## config.mk

```make
export PLATFORM = sky130hd
export DESIGN_NAME = elastic_delay
export DESIGN_NICKNAME = d
export VERILOG_FILES = /design/src/rtl/delay_pkg.sv /design/src/rtl/elastic_stage.sv /design/src/rtl/elastic_delay.sv
export SDC_FILE = /design/constraint.sdc
export NUM_CORES = 1
export LEC_CHECK = 0
export BUFFER_PORTS_ARGS = -buffer_cell sky130_fd_sc_hd__buf_2
export CORE_AREA = 2 2 56 58
export DETAILED_ROUTE_END_ITERATION = 7
export DIE_AREA = 0 0 58 60
export GPL_TIMING_DRIVEN = 0
export PLACE_DENSITY = 0.79
export SKIP_LAST_GASP = 1
export SLEW_MARGIN = 20
export SYNTH_ARGS = -nofsm -noshare
export SYNTH_HDL_FRONTEND = slang
export SYNTH_SLANG_ARGS = --single-unit
```

## constraint.sdc

```tcl
create_clock -name clk -period 4.96 [get_ports clk]
set_input_delay 1.488 -clock clk [delete_from_list [all_inputs] [get_ports clk]]
set_output_delay 1.488 -clock clk [all_outputs]
set_load 0.005 [all_outputs]
```

## src/rtl/delay_pkg.sv

```systemverilog
// delay_pkg: sizing helpers shared by the delay-line family (delay, elastic_delay).
package delay_pkg;
   // Occupancy counter width: enough for 0..cycles, never narrower than 1 bit.
   function automatic int cnt_w(input int cycles);
      return (cycles < 1) ? 1 : $clog2(cycles + 1);
   endfunction
endpackage

```

## src/rtl/elastic_stage.sv

```systemverilog
// elastic_stage: one valid/data slot of a bubble-collapsing pipeline.
module elastic_stage #(
   parameter int WIDTH = 8
) (
   input  logic             clk,
   input  logic             rst,
   input  logic             i_up_valid,
   input  logic [WIDTH-1:0] i_up_data,
   input  logic             i_dn_ready,
   output logic             o_valid,
   output logic [WIDTH-1:0] o_data,
   output logic             o_ready
);
   logic             r_valid;
   logic [WIDTH-1:0] r_data;
   // An empty slot can always load, so bubbles are squeezed out during a stall.
   assign o_ready = i_dn_ready | ~r_valid;
   assign o_valid = r_valid;
   assign o_data  = r_data;
   always_ff @(posedge clk or posedge rst) begin
      if (rst) begin
         r_valid <= 1'b0;
         r_data  <= '0;
      end else if (o_ready) begin
         r_valid <= i_up_valid;
         if (i_up_valid) r_data <= i_up_data;
      end
   end
endmodule

```

## src/rtl/elastic_delay.sv

```systemverilog
// elastic_delay: CYCLES-deep valid/ready delay line whose empty stages collapse
// under backpressure; CYCLES = 0 degenerates to plain wiring.
module elastic_delay
   import delay_pkg::*;
#(
   parameter int CYCLES = 4,
   parameter int WIDTH  = 8
) (
   input  logic                      clk,
   input  logic                      rst,
   input  logic                      in_valid,
   output logic                      in_ready,
   input  logic [WIDTH-1:0]          in_data,
   output logic                      out_valid,
   input  logic                      out_ready,
   output logic [WIDTH-1:0]          out_data,
   output logic [cnt_w(CYCLES)-1:0]  count
);
   localparam int CW = cnt_w(CYCLES);
   generate
      if (CYCLES == 0) begin : g_wire
         assign out_valid = in_valid;
         assign out_data  = in_data;
         assign in_ready  = out_ready;
         assign count     = '0;
      end else begin : g_pipe
         logic [CYCLES:0]   w_v;
         logic [WIDTH-1:0]  w_d [0:CYCLES];
         logic [CYCLES+1:1] w_r;
         logic              w_in_fire;
         logic              w_out_fire;
         logic [CW-1:0]     r_count;
         // Index 0 is the producer side; the ready chain ripples from out_ready back to S1.
         assign w_v[0]         = in_valid & w_r[1];
         assign w_d[0]         = in_data;
         assign w_r[CYCLES+1]  = out_ready;
         for (genvar i = 1; i <= CYCLES; i++) begin : g_stage
            elastic_stage #(.WIDTH(WIDTH)) u_stage (
               .clk        (clk),
               .rst        (rst),
               .i_up_valid (w_v[i-1]),
               .i_up_data  (w_d[i-1]),
               .i_dn_ready (w_r[i+1]),
               .o_valid    (w_v[i]),
               .o_data     (w_d[i]),
               .o_ready    (w_r[i])
            );
         end
         assign w_in_fire  = w_v[0];
         assign w_out_fire = w_v[CYCLES] & out_ready;
         always_ff @(posedge clk or posedge rst) begin
            if (rst) r_count <= '0;
            else if (w_in_fire != w_out_fire) r_count <= w_in_fire ? r_count + 1'b1 : r_count - 1'b1;
         end
         assign in_ready  = w_r[1];
         assign out_valid = w_v[CYCLES];
         assign out_data  = w_d[CYCLES];
         assign count     = r_count;
      end
   endgenerate
endmodule
```

---- After elaboration in Yosys (flattened, before gate mapping) ----
Cells that the tools add are included.
W data, S select, Z words.
word-level totals
  word-level logic and storage cells ...... 27
  flip-flop bits (word level) ............. 39
operators by class
  reduce and logical (&&, ||, !) cells .... 4
  $add $sub $neg .......................... 2
  eq/ne operators ......................... 1
  bitwise operators ....................... 10
  mux-type cells .......................... 1
operators with widths
  operator               number
  $reduce_and A2 Y1      4
  $not A1 Y1             4
  $or A1 B1 Y1           4
  $add A3 B1 Y3 const B  1
  $mux W3                1
  $sub A3 B1 Y3 const B  1
  $and A1 B1 Y1          2
  $ne A1 B1 Y1           1

---- Logic depth before layout (Yosys ltp) ----
  depth after elaboration ................. 7
  depth in mapped cells ................... 6
  mapped depth without buffers ............ 6

---- Modules after synthesis ----
Synthesis repeated with hierarchy kept, for this count alone.
second synthesis, totals
  cells, all modules ...................... 99
  area total of the unflattened synthesis .. 1742.9 µm²
by module, submodules not included
  module         area an instance (µm²)  cells an instance  times used
  elastic_stage  389.1                   21                 4
  elastic_delay  186.4                   15                 1

---- Least setup slack after synthesis ----
No wires, ideal clock.
  path kind ............................... input to output
  start point ............................. input port out_ready
  end point ............................... output port in_ready
  arrival time ............................ 1.945 ns
  stages .................................. 2
  required time ........................... 3.472 ns
  path buffers ............................ 0
  path slack .............................. 1.527 ns
  path through ............................ nand4b_4 -> or2_1
between the ends
  longest elaborated chain between the ends .. 4
RTL lines
  item                       RTL line             RTL
  start: declaration         elastic_delay.sv:15  input logic out_ready,
  $or A1 B1 Y1 (4 in a row)  elastic_stage.sv:17  assign o_ready = i_dn_ready | ~r_valid;
  end: declaration           elastic_delay.sv:12  output logic in_ready,
Every way passes these cells.

---- Final worst setup path ----
Same ends and word-level chain as after synthesis.

==> key figures <==
Clock tree
  – Reg clk slew, reported paths: 100 ps
  – Setup Fix Bufs, Post-CTS: 0
  – H-tree Lvls: 2
  – PostCTS Resize Cnt: 0
  – Number of CTS-inserted buffers: 5
  – Clk root buf: clkbuf_4
  – Clock sinks: 39
  – Clk_lat worst skew: 330 ps
  – CTS Buffer Depth: 2
  – CTS Hold Bufs: 0
  – CTS tree: done

Global route
  – First-pass GRT wire length: 4.44 mm
  – Largest net degree at the start of global routing: 40
  – Vias in the first global route: 1006
  – Initial antenna violation count: 0
  – GRT overflow: 0
  – All-Layer GR Usage: 0.174

Yosys
  – Top FF cell, synth: dfrtp_1
  – Synthesized cell area: 1610 µm²
  – Net count after synthesis: 122
  – Biggest area consumer among synthesized cells: dfrtp_1
  – Mapped Cells: 109
  – Synth top area share: 0.607
  – Syn avg cell area: 14.7 µm²
  – Post-synthesis async set-or-reset flop share: 1.00
  – Synth unique cells: 29
  – Synth Warn #: 0
  – Post-synthesis sequential area ratio: 0.607
  – Flops & latches, synth: 39
  – Synth area leaders: dfrtp_1 61%, mux2_2 22%, nand4b_4 1.5%, nand2_1 1.4%, fa_1 1.2%
  – EDFF count, synth: 0

Critical path
  – Worst Path Max Fanout: 9
  – Worst EP required: 3470 ps
  – Crit path kind: in -> out
  – Crit path launch type: input port
  – Crit end category: output pin
  – Critical path arrival: 2290 ps

Hold path
  – Worst hold-check path type: reg -> reg

Final layout
  – Layout cells sized above 1: 0.471
  – Fin area: 1810 µm²
  – Commonest non-fill, non-tap cell in the layout: dfrtp_1
  – Antenna Cells: 0
  – Post-route insts no fill: 173
  – Area Overhead vs Synth: 12.9%
  – Most frequent cells in the layout: 39 x dfrtp_1, 32 x mux2_2, 23 x buf_2
  – Final Net Count: 152

Drt
  – WL met2: 1.45 mm
  – Antenna Nets Post-Route: 0
  – Top Layer Used: met3
  – DRC viols: 0
  – Routed WL per cell: 15.3 µm
  – Routed WL: 2.64 mm
  – Iteration-0 DRC Markers: 25
  – Iteration count of the initial detailed-routing pass: 2
  – DR vias/cell: 5.59
  – Met1 WL: 1.10 mm
  – Vias post-DR: 967
  – Met3 Wirelength: 88 µm

Die
  – Starting Density: 0.553
  – Die width: 58 µm
  – Chip height: 60 µm
  – Cell Rows: 20
  – Core ar.: 2900 µm²
  – I/O pin count: 25
  – Total die area: 3480 µm²

STA
  – Clk_skew: 11.3 ps
  – Worst relative slew slack: 0.482
  – Final Cycle Share: 0.761
  – Max-slew violations: 0
  – Setup slack after layout: 1190 ps
  – Fin crit period: 3770 ps
  – Hold Fails Final Rpt: 0
  – Fmax: 265 MHz
  – Slew @ Worst Pin: 776 ps
  – Setup TNS: 0 ps
  – Final count of negative-setup-slack endpoints: 0
  – RSZ-0062 raised after global routing: false

Power and ir drop
  – Highest ir drop seen on vdd: 0.000316 V
  – Pwr/cell area: 482 nW/µm²
  – Leak: 0.000820 µW
  – Tot Pwr: 875 µW

Placed design
  – Setup WS pre-CTS: 1200 ps
  – Port Buf Inserts: 23
  – Placer congestion estimate: 0.793
  – Dpl cells: 165
  – Area after DPL: 1760 µm²
  – Detailed placement HPWL: 1.85 mm

Flow run
  – Max-cap violations: 0

Outcome
  – Status: finished clean
[path summary, 6_finish.rpt]
check | start | to | slack [ps] | cells after the start
min | g_pipe.g_stage[2].u_stage.o_data[7] | g_pipe.g_stage[3].u_stage.o_data[7] | 510 | 1
max reg2reg | g_pipe.g_stage[4].u_stage.o_valid | count[1] | 2740 | 6
min reg2reg | g_pipe.g_stage[2].u_stage.o_data[7] | g_pipe.g_stage[3].u_stage.o_data[7] | 510 | 1
min in group asynchronous | rst | count[0] | 1290 | 2
max in group asynchronous | rst | g_pipe.g_stage[3].u_stage.o_data[5] | 3170 | 2
max | out_ready | in_ready | 1190 | 4
[synthesized netlist by cell type, drive strengths merged (2+ instances only)]
cell type / n
o21ai: 4
mux2: 32
nand2: 7
and3b: 2
inv: 4
dfrtp: 39
a21oi: 2
[cell type report]
type                       count  area (µm²)
clock inverter                 1        5.00
fill                         231        1090
multi-input combinational     65         612
clock buffer                   7        45.0
tap                           33        41.3
inverter                       4        15.0
timing repair buffer          23         115
sequential                    39         976
buffer                         1        3.75
[metal layers]
layer  global-route usage  up-vias
met2                0.326       16
met3               0.0390        0
met1                0.196      499
li1                     -      452
met4               0.0565        0
met5                    0        -
[logic make-up after synthesis]
| kind of cell | after synthesis | synth area share |
|---|---|---|
| adders and majority gates | 1 | 0.0125 |
| xor gates and xnor gates | 1 | 0.00545 |
| muxes | 32 | 0.224 |
| AOI/OAI and AO/OA | 12 | 0.0584 |
| and+or+nand+nor | 19 | 0.0802 |
| buffers and inverters | 5 | 0.0117 |
| DFF | 39 | 0.607 |
[flip-flops by register name, summed over array words and instances, names as in the netlist]
| register | flops |
|---|---|
| g_pipe.g_stage.u_stage.o_valid | 4 |
| count | 3 |
| g_pipe.g_stage.u_stage.o_data | 32 |
[report_power, final]
part / internal, µW / switching, µW / leakage [µW] / total [µW]
sequential: 425 / 62.8 / 0.000451 / 487
clock: 55.4 / 94.9 / 0.0000293 / 150
combinational: 142 / 94.7 / 0.000339 / 237
total: 622 / 252 / 0.000820 / 875
[through the flow]
step,util,hold WS [ps]
floorplan,-,475
global placement,0.607,482
detailed placement,0.607,491
CTS,0.625,516
global route,0.625,531
finish,0.625,510
[critical path: stages]
cell and delay [ps]:
buf_2 150, nand4b_4 230, or2_1 280, buf_2 140
(Power assumes the default switching activity.)
